## src/rtl/prio_ctrl_pkg.sv

```systemverilog
// rtl/prio_ctrl_pkg.sv - shared width helpers for the priority inheritance controller
package prio_ctrl_pkg;

    localparam int MAX_HOLD_DEFAULT = 255;
    localparam int HOLD_W_DEFAULT   = $clog2(MAX_HOLD_DEFAULT + 1);

    function automatic int tid_width(input int num_tasks);
        return (num_tasks > 1) ? $clog2(num_tasks) : 1;
    endfunction

    function automatic int rid_width(input int num_res);
        return (num_res > 1) ? $clog2(num_res) : 1;
    endfunction

    // A zero MAX_HOLD still needs a one-bit counter to keep the datapath legal.
    function automatic int hold_width(input int max_hold);
        return (max_hold > 0) ? $clog2(max_hold + 1) : 1;
    endfunction

endpackage

```

## src/rtl/priority_max_select.sv

```systemverilog
// rtl/priority_max_select.sv - combinational arg-max over masked values, lowest index wins ties
module priority_max_select
    import prio_ctrl_pkg::*;
#(
    parameter int N     = 8,
    parameter int W     = 3,
    parameter int IDX_W = tid_width(N)
) (
    input  logic [N*W-1:0]   vals_i,
    input  logic [N-1:0]     valid_i,
    output logic             found_o,
    output logic [IDX_W-1:0] idx_o
);

    logic             found;
    logic [IDX_W-1:0] idx;
    logic [W-1:0]     best;

    // Strict greater-than keeps the earliest index on equal values.
    always_comb begin
        found = 1'b0;
        idx   = '0;
        best  = '0;
        for (int i = 0; i < N; i++) begin
            if (valid_i[i] && (!found || (vals_i[i*W +: W] > best))) begin
                found = 1'b1;
                idx   = IDX_W'(i);
                best  = vals_i[i*W +: W];
            end
        end
    end

    assign found_o = found;
    assign idx_o   = idx;

endmodule

```

## src/rtl/priority_inheritance_ctrl.sv

```systemverilog
// rtl/priority_inheritance_ctrl.sv - multi-resource arbiter with one-level priority inheritance
// and per-resource hold watchdogs that forcibly revoke long-held locks.
module priority_inheritance_ctrl
    import prio_ctrl_pkg::*;
#(
    parameter int NUM_TASKS  = 8,
    parameter int NUM_RES    = 2,
    parameter int PRIO_WIDTH = 3,
    parameter int MAX_HOLD   = MAX_HOLD_DEFAULT,
    parameter int TID_W      = tid_width(NUM_TASKS),
    parameter int RID_W      = rid_width(NUM_RES)
) (
    input  logic                          clk,
    input  logic                          rst,
    input  logic                          start,
    input  logic [NUM_TASKS*PRIO_WIDTH-1:0] prio_def,
    input  logic [NUM_TASKS-1:0]          req,
    input  logic [NUM_TASKS-1:0]          res_need,
    input  logic [NUM_TASKS*RID_W-1:0]    res_sel,
    output logic [NUM_TASKS-1:0]          grant,
    output logic [NUM_RES-1:0]            res_locked,
    output logic [NUM_RES*TID_W-1:0]      res_owner,
    output logic [NUM_TASKS-1:0]          inherit_active,
    output logic [NUM_RES-1:0]            timeout
);

    localparam int HOLD_W = hold_width(MAX_HOLD);
    localparam logic [HOLD_W-1:0] HOLD_LAST = HOLD_W'((MAX_HOLD > 0) ? MAX_HOLD - 1 : 0);
    localparam logic [HOLD_W-1:0] HOLD_SAT  = HOLD_W'(MAX_HOLD);
    localparam bit WD_EN = (MAX_HOLD > 0);

    logic [NUM_TASKS-1:0][PRIO_WIDTH-1:0] base_q, base_d, eff;
    logic [NUM_TASKS-1:0]                 grant_q, grant_d, inherit_q, inherit_d;
    logic [NUM_TASKS-1:0]                 revoked_q, revoked_d;
    logic [NUM_RES-1:0]                   locked_q, locked_d, timeout_q, timeout_d;
    logic [NUM_RES-1:0][TID_W-1:0]        owner_q, owner_d;
    logic [NUM_RES-1:0][HOLD_W-1:0]       cnt_q, cnt_d;

    logic [NUM_TASKS-1:0][RID_W-1:0] sel;
    logic [NUM_TASKS-1:0] need, is_owner, sel_locked, holds_sel, blocked, donor, eligible;
    logic                 win_valid;
    logic [TID_W-1:0]     win_idx;

    always_comb begin
        sel        = '0;
        need       = '0;
        is_owner   = '0;
        sel_locked = '0;
        holds_sel  = '0;
        blocked    = '0;
        donor      = '0;
        for (int i = 0; i < NUM_TASKS; i++) begin
            sel[i]  = res_sel[i*RID_W +: RID_W];
            need[i] = req[i] & res_needp(i);
            for (int r = 0; r < NUM_RES; r++) begin
                if (locked_q[r] && (owner_q[r] == TID_W'(i))) is_owner[i] = 1'b1;
            end
            sel_locked[i] = need[i] & locked_q[sel[i]];
            holds_sel[i]  = sel_locked[i] & (owner_q[sel[i]] == TID_W'(i));
            // An owner asking for any other resource stalls without donating (one-level inheritance).
            blocked[i] = revoked_q[i]
                       | (sel_locked[i] & ~holds_sel[i])
                       | (need[i] & is_owner[i] & ~holds_sel[i]);
            donor[i]   = sel_locked[i] & ~holds_sel[i] & ~is_owner[i] & ~revoked_q[i];
        end
    end

    function automatic logic res_needp(input int i);
        return res_need[i] && (32'(res_sel[i*RID_W +: RID_W]) < NUM_RES);
    endfunction

    for (genvar k = 0; k < NUM_TASKS; k++) begin : g_donate
        logic [PRIO_WIDTH-1:0] eff_k;
        always_comb begin
            eff_k = base_q[k];
            for (int i = 0; i < NUM_TASKS; i++) begin
                if (donor[i] && (owner_q[sel[i]] == TID_W'(k)) && (base_q[i] > eff_k)) begin
                    eff_k = base_q[i];
                end
            end
        end
        assign eff[k] = eff_k;
    end

    assign eligible = req & ~blocked;

    priority_max_select #(
        .N     (NUM_TASKS),
        .W     (PRIO_WIDTH),
        .IDX_W (TID_W)
    ) u_arb (
        .vals_i  (eff),
        .valid_i (eligible),
        .found_o (win_valid),
        .idx_o   (win_idx)
    );

    always_comb begin
        base_d    = start ? prio_def : base_q;
        grant_d   = '0;
        inherit_d = '0;
        locked_d  = locked_q;
        owner_d   = owner_q;
        cnt_d     = cnt_q;
        timeout_d = '0;
        revoked_d = revoked_q & req;
        if (win_valid) begin
            grant_d[win_idx]   = 1'b1;
            inherit_d[win_idx] = eff[win_idx] > base_q[win_idx];
        end
        // Release takes precedence over watchdog expiry on the same cycle.
        for (int r = 0; r < NUM_RES; r++) begin
            if (locked_q[r]) begin
                if (!req[owner_q[r]]) begin
                    locked_d[r] = 1'b0;
                end else if (WD_EN && (cnt_q[r] == HOLD_LAST)) begin
                    locked_d[r]            = 1'b0;
                    timeout_d[r]           = 1'b1;
                    revoked_d[owner_q[r]]  = 1'b1;
                end
                if (cnt_q[r] != HOLD_SAT) cnt_d[r] = cnt_q[r] + 1'b1;
            end
        end
        if (win_valid && need[win_idx] && !locked_q[sel[win_idx]]) begin
            locked_d[sel[win_idx]] = 1'b1;
            owner_d[sel[win_idx]]  = win_idx;
            cnt_d[sel[win_idx]]    = '0;
        end
    end

    always_ff @(posedge clk or negedge rst) begin
        if (!rst) begin
            base_q    <= '0;
            grant_q   <= '0;
            inherit_q <= '0;
            revoked_q <= '0;
            locked_q  <= '0;
            owner_q   <= '0;
            cnt_q     <= '0;
            timeout_q <= '0;
        end else begin
            base_q    <= base_d;
            grant_q   <= grant_d;
            inherit_q <= inherit_d;
            revoked_q <= revoked_d;
            locked_q  <= locked_d;
            owner_q   <= owner_d;
            cnt_q     <= cnt_d;
            timeout_q <= timeout_d;
        end
    end

    assign grant          = grant_q;
    assign res_locked     = locked_q;
    assign res_owner      = owner_q;
    assign inherit_active = inherit_q;
    assign timeout        = timeout_q;

endmodule

```

## config.mk

```make
export PLATFORM = sky130hd
export DESIGN_NAME = priority_inheritance_ctrl
export DESIGN_NICKNAME = d
export VERILOG_FILES = /design/src/rtl/prio_ctrl_pkg.sv /design/src/rtl/priority_max_select.sv /design/src/rtl/priority_inheritance_ctrl.sv
export SDC_FILE = /design/constraint.sdc
export NUM_CORES = 1
export LEC_CHECK = 0
export CAP_MARGIN = 20
export CORE_MARGIN = 8
export CORE_UTILIZATION = 60
export CTS_BUF_LIST = sky130_fd_sc_hd__clkbuf_4 sky130_fd_sc_hd__clkbuf_8
export DETAILED_ROUTE_END_ITERATION = 6
export PLACE_DENSITY = 0.89
export SYNTH_ARGS = -nofsm -noshare
export SYNTH_HDL_FRONTEND = slang
export SYNTH_SLANG_ARGS = --single-unit
export TNS_END_PERCENT = 1
```

## constraint.sdc

```tcl
create_clock -name clk -period 27.7 [get_ports clk]
set_clock_uncertainty 0.2 [all_clocks]
set_input_delay 5.54 -clock clk [delete_from_list [all_inputs] [get_ports clk]]
set_output_delay 5.54 -clock clk [all_outputs]
set_load 0.005 [all_outputs]
```

# Yosys cells after proc, flatten, opt, wreduce, memory -nomap -nowiden
# Cells that the tools add are included.
[word_totals]
ff_bits = 74
latch_bits = 0
ram_bits = 0
rom_bits = 0
input_bits = 51
elab_cells = 659
memories = 0
[op_classes]
add_sub_neg = 2
mul = 0
n_div = 0
n_lt_le_gt_ge = 87
eq_ne = 74
n_shift = 0
n_mux = 186
bitwise = 113
reduce_logical = 180
[op_table]
columns = ["op", "count"]
rows = [
  ["3-bit two-way mux", 93],
  ["3-bit greater-than comparator", 71],
  ["1-bit logical AND", 155],
  ["3-bit == test, second input constant", 40],
  ["8-bit two-way mux", 13],
  ["1-bit AND", 64],
  ["1-bit two-way mux", 63],
  ["3-bit by 2-bit == test with 1-bit output, second input constant", 20],
  ["3-bit by 1-bit == test with 1-bit output, second input constant", 10],
  ["3-bit logical NOT", 10],
  ["8-bit AND", 3],
  ["1-bit inverter", 24],
  ["3-bit binary-select mux with 3-bit select", 2],
  ["1-bit by 2-bit < comparator with 1-bit output, second input constant", 9],
  ["8-bit by 1-bit adder with 8-bit output, second input constant", 2],
  ["16-bit AND", 1],
  ["8-bit == test, second input constant", 2],
  ["16-bit two-way mux", 1],
  ["8-bit inequality test, second input constant", 2],
  ["16-bit inverter", 1],
  ["1-bit bitwise OR", 16],
  ["8-bit bitwise OR", 2],
  ["1-bit binary-select mux with 3-bit select", 4],
  ["3-bit by 4-bit < comparator with 1-bit output, second input constant", 3],
  ["other kinds (12)", 31],
]

# Logic depth before layout (Yosys ltp)
# Gate-level depths: netlist of run 1.
[logic_depth]
word_depth = 69
ltp_mapped = 130

# By module
# Synthesis of run 1 repeated with hierarchy kept, for this count alone.
[hier_totals]
cells_unflattened = 1679
hier_area_um2 = 12618.4
[modules_own_cells]
columns = ["module", "instances", "cells_per_inst", "area_per_inst_um2", "seq_area_each_um2"]
rows = [
  ["priority_inheritance_ctrl", 1, 1541, 11621.1, 1851.8],
  ["priority_max_select", 1, 138, 997.2, 0.0],
]

# Worst setup path before layout of run 1
# Ideal clock, no wire load.
[synth_path]
path_kind = "input to register"
start = "in res_sel[0]"
end = "reg inherit_q[5], in the netlist inherit_active[5]"
setup_ns = 0.127
t_arrival_ns = 26.673
required_ns = 27.373
setup_slack_ns = 0.701
cell_stages = 120
n_path_buf = 6
path_cell_list = "mux2_2 or3_4 or4_1 buf_2 mux2i_2 ha_1 nor3b_1 nor2_1 o41ai_1 o311ai_4 a2111oi_1 a2111oi_4 ha_1 nor2_1 nand3_1 o21ai_0 or3b_1 or2b_1 [84 not listed] a41oi_1 or2_1 clkbuf_1 inv_2 nor2_1 a32o_1 buf_4 buf_2 mux2i_1 a22oi_1 o211ai_1 ha_1 nor2b_1 o21a_1 o21ai_0 inv_1 nand2_1 nor2_1"
[synth_between]
elab_chain_len = 66
[synth_lines]
columns = ["item", "line_no", "rtl"]
rows = [
  ["start: declaration", "priority_inheritance_ctrl.sv:19", "input logic [NUM_TASKS*RID_W-1:0] res_sel,"],
  ["3-bit two-way mux (implied by the code) or 1-bit two-way mux (tied branches) (2 in a row)", "priority_inheritance_ctrl.sv:59, priority_inheritance_ctrl.sv:77, priority_inheritance_ctrl.sv:58", ""],
  ["3-bit logical NOT or 1-bit AND (tied branches)", "n/a", ""],
  ["1-bit AND", "priority_inheritance_ctrl.sv:59", "holds_sel[i] = sel_locked[i] & (owner_q[sel[i]] == TID_W'(i));"],
  ["1-bit inverter", "priority_inheritance_ctrl.sv:62, priority_inheritance_ctrl.sv:63, priority_inheritance_ctrl.sv:64", ""],
  ["1-bit AND", "priority_inheritance_ctrl.sv:62, priority_inheritance_ctrl.sv:64", ""],
  ["1-bit AND (2 in a row)", "priority_inheritance_ctrl.sv:64", "donor[i] = sel_locked[i] & ~holds_sel[i] & ~is_owner[i] & ~revoked_q[i];"],
  ["1-bit logical AND (2 in a row)", "priority_inheritance_ctrl.sv:77", "if (donor[i] && (owner_q[sel[i]] == TID_W'(k)) && (base_q[i] > eff_k)) begin"],
  ["3-bit two-way mux", "priority_inheritance_ctrl.sv:77", ""],
  ["[48 not listed]", "n/a", ""],
  ["3-bit two-way mux", "priority_max_select.sv:25", "if (valid_i[i] && (!found || (vals_i[i*W +: W] > best))) begin"],
  ["3-bit by 4-bit < comparator with 1-bit output (implied by the code) or 3-bit by 1-bit >= comparator with 1-bit output (tied branches)", "priority_inheritance_ctrl.sv:109", "inherit_d[win_idx] = eff[win_idx] > base_q[win_idx];"],
  ["1-bit logical AND (implied by the code)", "priority_inheritance_ctrl.sv:109", ""],
  ["1-bit two-way mux (implied by the code)", "priority_inheritance_ctrl.sv:109", ""],
  ["1-bit demux with 3-bit select", "priority_inheritance_ctrl.sv:109", ""],
  ["8-bit AND (no line)", "n/a", ""],
  ["8-bit two-way mux *", "priority_inheritance_ctrl.sv:107", "if (win_valid) begin"],
  ["net inherit_d[5]", "priority_inheritance_ctrl.sv:33", "logic [NUM_TASKS-1:0] grant_q, grant_d, inherit_q, inherit_d;"],
  ["end signal: assignment", "priority_inheritance_ctrl.sv:144", "inherit_q <= inherit_d;"],
  ["end: declaration", "priority_inheritance_ctrl.sv:33", ""],
]
# The timed path passes the listed nets; every way through them passes the cells marked *. The select of a mux whose other input is x is not followed.
# A chain may end at the register's enable or synchronous reset.

# Worst setup path in the final report of run 1
[layout_path]
start = "in res_sel[1]"
end = "reg inherit_q[4], in the netlist inherit_active[4]"
[layout_between]
elab_chain_len = 64
[layout_lines]
columns = ["item", "line_no"]
rows = [
  ["3-bit two-way mux (implied by the code) or 1-bit two-way mux (tied branches) (2 in a row)", "priority_inheritance_ctrl.sv:59, priority_inheritance_ctrl.sv:77, priority_inheritance_ctrl.sv:58"],
  ["3-bit by 1-bit == test with 1-bit output or 1-bit AND (tied branches)", "priority_inheritance_ctrl.sv:59, priority_inheritance_ctrl.sv:77, priority_inheritance_ctrl.sv:58"],
  ["1-bit AND", "priority_inheritance_ctrl.sv:59"],
  ["1-bit inverter", "priority_inheritance_ctrl.sv:62, priority_inheritance_ctrl.sv:63, priority_inheritance_ctrl.sv:64"],
  ["1-bit AND", "priority_inheritance_ctrl.sv:62, priority_inheritance_ctrl.sv:64"],
  ["1-bit AND (2 in a row)", "priority_inheritance_ctrl.sv:64"],
  ["1-bit logical AND (2 in a row)", "priority_inheritance_ctrl.sv:77"],
  ["3-bit two-way mux", "priority_inheritance_ctrl.sv:77"],
  ["[46 not listed]", "n/a"],
  ["3-bit two-way mux", "priority_max_select.sv:25"],
  ["3-bit by 4-bit < comparator with 1-bit output (implied by the code) or 3-bit by 1-bit >= comparator with 1-bit output (tied branches)", "priority_inheritance_ctrl.sv:109"],
  ["1-bit logical AND (implied by the code)", "priority_inheritance_ctrl.sv:109"],
  ["1-bit two-way mux (implied by the code)", "priority_inheritance_ctrl.sv:109"],
  ["1-bit demux with 3-bit select", "priority_inheritance_ctrl.sv:109"],
  ["8-bit AND (no line)", "n/a"],
  ["8-bit two-way mux *", "priority_inheritance_ctrl.sv:107"],
  ["net inherit_d[4]", "priority_inheritance_ctrl.sv:33"],
]
# Marks and branches as above.

==> impl_metrics.py, run 1 <==
metrics = {
    "outcome": {
        "outcome": "finished, final reports clean",
    },
    "sta": {
        "fmaxAchievable_mhz": 36.9,
        "finalHoldViolCount": 0,
        "final_setup_viols": 0,
        "tightestPinTransition_ns": 1.24,
        "number_of_max_slew_violations_in_the_final_report": 0,
        "setup_ws_ns": 0.619,
        "post-route-min-period_ns": 27.08,
        "max_transition_margin_pct": 17.4,
        "period_share_pct": 97.8,
        "hold-worst-slack_ns": 0.340,
    },
    "global_route": {
        "grt_util_all_layers_pct": 37.1,
        "initial_antenna_violation_count": 2,
        "grt-ovfl-total": 0,
        "grt_pass1_vias": 14500,
        "global_route_wire_length_before_repair_um": 78000,
        "grt_max_degree": 75,
    },
    "clock_network": {
        "clock_tree.htree_level_count": 3,
        "clock_sink_count": 74,
        "insertion_delay_ns": 0.39,
        "clock_root_buffer_master": "sky130_fd_sc_hd__clkbuf_8",
        "tritoncts_clock_tree": "yes",
        "cts.reportedPaths.clkPinSlew_ns": 0.09,
        "tritoncts.num_buffers": 9,
        "cts.path.max_buffers": 2,
    },
    "yosys": {
        "synth-edff-count": 0,
        "synth_warnings": 0,
        "synth-main-ff-cell": "sky130_fd_sc_hd__dfrtp_1",
        "syn_area_mm2": 0.0131,
        "postSynth.asyncResetShare_pct": 100,
        "postSynthCellCount": 1677,
        "synth_top_area_cell": "sky130_fd_sc_hd__ha_1",
        "yosysSeqAreaShare_pct": 14.2,
        "synth_nets": 1909,
        "synth_seq_cells": 74,
        "count_of_cell_types_in_the_netlist": 111,
        "post-synth-top-area-fraction_pct": 17.3,
        "synth_top_cells_by_area": "sky130_fd_sc_hd__ha_1 17%, sky130_fd_sc_hd__dfrtp_1 14%, sky130_fd_sc_hd__mux2i_1 4.4%",
        "synth_area_per_cell_um2": 7.79,
    },
    "cells_and_area": {
        "final_net_count": 2015,
        "layout.filler_cells": 1679,
        "final_core_area_utilization_pct": 69.5,
        "syn_to_final_growth_pct": 14.9,
        "final-instance-count-excl-fill": 2068,
        "final_layout_size_suffix_gt1_share_pct": 15.1,
    },
    "worst_setup_path": {
        "worst-endpoint-required_ns": 27.77,
        "worst-setup-path-type": "primary input to flop",
        "cpMaxStageDelayCell": "sky130_fd_sc_hd__or4_4",
        "timing.critical_path.arrival_ns": 27.15,
        "path_max_fanout": 21,
        "r2r_cells": 121,
        "timing.critical_path.slowest_cell_delay_ns": 0.56,
        "crit_path_start_kind": "primary input",
        "most_numerous_cell_on_the_critical_path": "sky130_fd_sc_hd__ha_1",
        "end_kind": "flop",
    },
    "floorplanning": {
        "io_pins": 77,
        "initial_core_util_pct": 60.4,
        "std_cell_rows": 54,
        "core_region_area_mm2": 0.0216,
        "design.die.area_mm2": 0.0268,
        "die_width_um": 164,
        "die_y_um": 164,
    },
    "pwr": {
        "cellLeakagePower_nw": 6.67,
        "areal_power_density_over_the_cells_mw_per_mm2": 97.4,
        "p_total_mw": 1.46,
        "max-vdd-ir-drop_uv": 139,
    },
    "route": {
        "route.antenna.remaining_nets": 0,
        "drtPass1Iterations": 7,
        "route.vias.total": 15200,
        "drt_iter0_drc": 2192,
        "vias_per_cell": 7.35,
        "total_wirelength_um": 51400,
        "drt_drc_violations_left": 0,
        "wire_per_inst_um": 24.8,
    },
    "hold_path": {
        "whs_path_depth": 1,
        "hold_class": "flop to flop",
    },
    "placed_design": {
        "place_worst_setup_slack_ns": -1.01,
        "finalWeightedCongestion": 1.03,
        "placedCellCount": 2025,
        "place_hpwl_um": 37700,
        "placement.io_buffers": 76,
    },
    "job": {
        "maxCapViolCount": 0,
    },
}
## final timing paths
check                             start                 to  slack [ns]
min                        res_owner[5]       res_owner[5]        0.34
min reg2reg                res_owner[5]       res_owner[5]        0.34
max reg2reg                   base_q[4]  inherit_active[4]        4.71
max in group asynchronous           rst       revoked_q[3]       21.82
max                          res_sel[1]  inherit_active[4]        0.62
min in group asynchronous           rst           cnt_q[2]        4.89
## cells in the final DEF, fill, tap and decap left out, drive strengths merged, types with 8 or more instances in the layout
cell type,count
nor3b,12
and3,14
a21o,22
a32oi,9
buf,99
a2111oi,13
a21oi,93
clkinv,8
o2111ai,19
nand4,18
o211ai,26
clkbuf,11
mux2i,60
a221oi,8
and2,19
nor2b,57
clkdlybuf4s50,73
o22ai,16
a31oi,20
or2,16
nand2,135
a311oi,10
nand2b,16
nor2,115
o221ai,13
or3,14
o21a,50
inv,97
nand3,83
ha,181
mux2,52
a211oi,15
nor3,41
nand3b,14
o21ai,124
dfrtp,74
## power breakdown
part	switching [mW]	internal, mW
registers	0.0395	0.134
clock network	0.0496	0.0527
logic	0.688	0.499
total	0.777	0.685
## Yosys cell counts (40+ instances only)
cell type                  instances
sky130_fd_sc_hd__clkbuf_1         46
sky130_fd_sc_hd__a21oi_1          92
sky130_fd_sc_hd__inv_1            94
sky130_fd_sc_hd__mux2i_1          58
sky130_fd_sc_hd__dfrtp_1          74
sky130_fd_sc_hd__o21ai_0         110
sky130_fd_sc_hd__nor3_1           40
sky130_fd_sc_hd__nor2_1          115
sky130_fd_sc_hd__nor2b_1          57
sky130_fd_sc_hd__mux2_2           46
sky130_fd_sc_hd__nand3_1          81
sky130_fd_sc_hd__o21a_1           49
sky130_fd_sc_hd__ha_1            181
sky130_fd_sc_hd__nand2_1         135
## state kept, by name (all words and copies together), names as in the netlist
| name | cells |
|---|---|
| timeout | 2 |
| base_q | 24 |
| grant | 8 |
| res_locked | 2 |
| revoked_q | 8 |
| cnt_q | 16 |
| inherit_active | 8 |
| res_owner | 6 |
## metal layers
metal	wire length, um	up-vias	track usage, %
li1	-	6577	-
met1	18300	7022	44.0
met2	21600	1238	57.1
met3	7500	355	12.1
met4	3920	4	23.3
met5	33	-	0
## critical path, delay by kind of cell
kind / cells / cell delay, ns
AO/OA/AOI/OAI: 47 / 8.10
AND/OR/NAND/NOR: 35 / 5.67
adder cells (fa/ha/maj): 14 / 3.96
multiplexers: 7 / 1.98
buffers and inverters: 12 / 1.89
## cells by family (layout without fill, tap and decap cells)
logic type	count (synthesis)	after routing	share of synthesized area (%)
adders and majority gates	182	182	17.4
xor gates and xnor gates	9	9	0.603
and+or+nand+nor	601	601	24.3
muxes	116	116	9.88
buffers and inverters	182	292	5.73
DFF	74	74	14.2
other	0	1	0
AOI/OAI and AO/OA	513	513	27.9
## metrics by stage
| step | instance area, um2 | TNS [ns] |
|---|---|---|
| after floorplan | 13100 | 0 |
| after global placement | 14400 | 0 |
| after detailed placement | 14400 | -10.64 |
| after CTS | 14600 | 0 |
| after global routing | 15000 | -3.40 |
| final | 15000 | 0 |
## area by class of cell
class / count / area [um2] / share of cell area [%]
tap: 280 / 350 / 2.33
antenna: 1 / 2.50 / 0.0167
multi-input combinational: 1421 / 10700 / 71.2
clock inverter: 5 / 78.8 / 0.525
sequential: 74 / 1850 / 12.3
timing repair buffer: 175 / 1530 / 10.2
clock buffer: 10 / 138 / 0.917
inverter: 102 / 383 / 2.55
## timing repair
action	in CTS	in global routing
hold buffers	0	0
endpoints found under the setup margin	10	38
buffers inserted	3	21
cloned	0	0
resized for setup	10	57
pin swaps	0	30
Note: power is estimated with default switching activity, not from simulation.
==> run 2: changes to the inputs <==
- RECOVER_POWER: unset -> 100
- clock period: 27.7 -> 30.8 ns (I/O delays scaled with it)
==> run 2 against run 1 <==
Against the previous run: the run now ends with DRC, capacitance limit, slew limit left; die area unchanged; global-route usage fell by 1.6 points; via count is 4.2% lower; non-clock buffer count is 60 lower; first-iteration DRC count shrank 2.7%; sequential cell count did not move; worst hold slack worse by 0.019 ns; final area fell by 4.7%; largest power group unchanged.
==> impl_metrics.py, run 2 (same netlist as run 1, synthesis figures left out) <==
metrics = {
    "global_route": {
        "grt-ovfl-total": 0,
        "initial_antenna_violation_count": 0,
        "grt_pass1_vias": 13700,
        "grt_max_degree": 75,
        "grt_util_all_layers_pct": 35.4,
        "global_route_wire_length_before_repair_um": 74200,
    },
    "cells_and_area": {
        "layout.filler_cells": 1804,
        "reg_with_most_ffs": "base_q",
        "layout_commonest_cell": "sky130_fd_sc_hd__ha_1",
        "biggestRegsByFlops": "base_q (24), cnt_q (16)",
        "layout.area.seq_mm2": 0.00185,
        "fin_area_mm2": 0.0143,
        "multi_input_area_mm2": 0.0105,
        "layout.cells.most_common_list": "181 x sky130_fd_sc_hd__ha_1, 135 x sky130_fd_sc_hd__nand2_1, 113 x sky130_fd_sc_hd__nor2_1",
        "syn_to_final_growth_pct": 9.48,
        "final_core_area_utilization_pct": 66.2,
        "final_layout_size_suffix_gt1_share_pct": 9.26,
        "final_net_count": 1955,
        "antennaDiodeCount": 0,
        "largest_reg_flops": 24,
    },
    "sta": {
        "number_of_max_slew_violations_in_the_final_report": 276,
        "fmaxAchievable_mhz": 34.0,
        "final_setup_viols": 0,
        "finalHoldViolCount": 0,
        "period_share_pct": 95.5,
        "post-route-min-period_ns": 29.42,
        "max_transition_margin_pct": -80.0,
        "grt_setup_unrepaired": "no",
        "setup_ws_ns": 1.38,
        "hold-worst-slack_ns": 0.321,
        "timing.setup.tns_ns": 0,
        "tightestPinTransition_ns": 2.70,
    },
    "pwr": {
        "max-vdd-ir-drop_uv": 86.0,
        "areal_power_density_over_the_cells_mw_per_mm2": 80.8,
        "cellLeakagePower_nw": 6.30,
    },
    "outcome": {
        "outcome": "complete, but fails checks",
        "violations": "DRC, capacitance limit, slew limit",
    },
    "placed_design": {
        "place_hpwl_um": 36900,
        "place_area_mm2": 0.0141,
        "placement.io_buffers": 76,
        "finalWeightedCongestion": 1.04,
        "place_worst_setup_slack_ns": 0.0873,
    },
    "clock_network": {
        "cts.path.max_buffers": 2,
        "tritoncts.num_buffers": 9,
        "clock_root_buffer_master": "sky130_fd_sc_hd__clkbuf_8",
        "cts.hold.buffers_added": 0,
        "tritoncts_clock_tree": "yes",
        "cts.reportedPaths.clkPinSlew_ns": 0.08,
        "clock_tree.htree_level_count": 3,
        "insertion_delay_ns": 0.39,
        "clock_sink_count": 74,
    },
    "worst_setup_path": {
        "timing.critical_path.slowest_cell_delay_ns": 0.63,
        "timing.critical_path.arrival_ns": 29.48,
        "worst-setup-path-type": "primary input to flop",
        "path_max_fanout": 16,
        "crit_path_start_kind": "primary input",
        "most_numerous_cell_on_the_critical_path": "sky130_fd_sc_hd__ha_1",
        "end_kind": "flop",
        "cpMaxStageDelayCell": "sky130_fd_sc_hd__or4_4",
        "source_of_the_worst_register_to_register_timing_path": "res_owner[5]",
        "critical_path.startpoint": "req[0]",
        "worst-endpoint-required_ns": 30.86,
    },
    "route": {
        "total_wirelength_um": 49000,
        "vias_per_cell": 7.25,
        "drtPass1Iterations": 7,
        "route.vias.total": 14600,
        "route.antenna.remaining_nets": 0,
        "drt_iter0_drc": 2132,
        "wire_per_inst_um": 24.4,
        "drt_drc_violations_left": 1,
    },
    "floorplanning": {
        "design.die.area_mm2": 0.0268,
        "die_width_um": 164,
        "io_pins": 77,
        "die_y_um": 164,
        "core_region_area_mm2": 0.0216,
        "std_cell_rows": 54,
        "initial_core_util_pct": 60.4,
    },
    "hold_path": {
        "hold_start": "revoked_q[3]",
        "hold_class": "flop to flop",
    },
    "job": {
        "maxCapViolCount": 7,
    },
}
==> run 2: changes by cell type in the layout (fill, tap and decap cells not counted), moves of 7 or more <==
cell	delta
sky130_fd_sc_hd__nor2_1	+7
sky130_fd_sc_hd__clkdlybuf4s50_1	-20
sky130_fd_sc_hd__buf_4	-68
sky130_fd_sc_hd__clkbuf_1	+12
sky130_fd_sc_hd__dlygate4sd3_1	+20
sky130_fd_sc_hd__o21ai_0	+7
==> run 2: layout make-up <==
class	instances	area share [%]
timing repair buffer	115	6.98
sequential	74	12.9
multi-input combinational	1421	73.6
clock inverter	6	0.472
tap	280	2.45
clock buffer	9	0.866
inverter	102	2.68
==> run 2: layer usage <==
layer / vias up / track usage (%) / routed length (um)
li1: 6452 / - / -
met1: 6784 / 44.5 / 18600
met2: 1066 / 53.9 / 20700
met3: 251 / 8.04 / 6270
met4: 0 / 23.1 / 3430
met5: - / 0 / 0
==> run 2: worst paths after layout <==
path,end,depth (start not counted),slack [ns]
min in group asynchronous,grant[5],1,5.94
hold reg to reg,revoked_q[3],2,0.32
setup / recovery,inherit_active[0],117,1.38
setup reg to reg,inherit_active[0],110,5.89
hold / removal,revoked_q[3],2,0.32
max in group asynchronous,base_q[4],2,21.23
==> run 2: through the flow <==
step	instances	total power, mW
2_1_floorplan	1677	0.803
6_report	2007	1.16
4_1_cts	2003	1.12
3_5_place_dp	1988	1.03
3_3_place_gp	1987	1.01
5_1_grt	2007	1.24
==> run 2: critical path, delay by kind of cell <==
kind / cells / cell delay, ns
buffers and inverters: 7 / 1.33
multiplexers: 1 / 0.26
AND/OR/NAND/NOR: 36 / 6.65
AO/OA/AOI/OAI: 58 / 10.84
adder cells (fa/ha/maj): 15 / 4.21
==> run 2: where the power goes <==
group | switching [mW] | total, mW | leakage [nW] | internal, mW
sequential | 0.0265 | 0.147 | 0.959 | 0.120
clock | 0.0454 | 0.0827 | 0.0917 | 0.0373
combinational | 0.572 | 0.927 | 5.25 | 0.355
total | 0.644 | 1.16 | 6.30 | 0.513
==> run 2: what timing repair did <==
item / 4_1_cts / 5_1_grt
resized for setup: 0 / 22
setup endpoints to repair: 0 / 32
setup buffers: 0 / 2
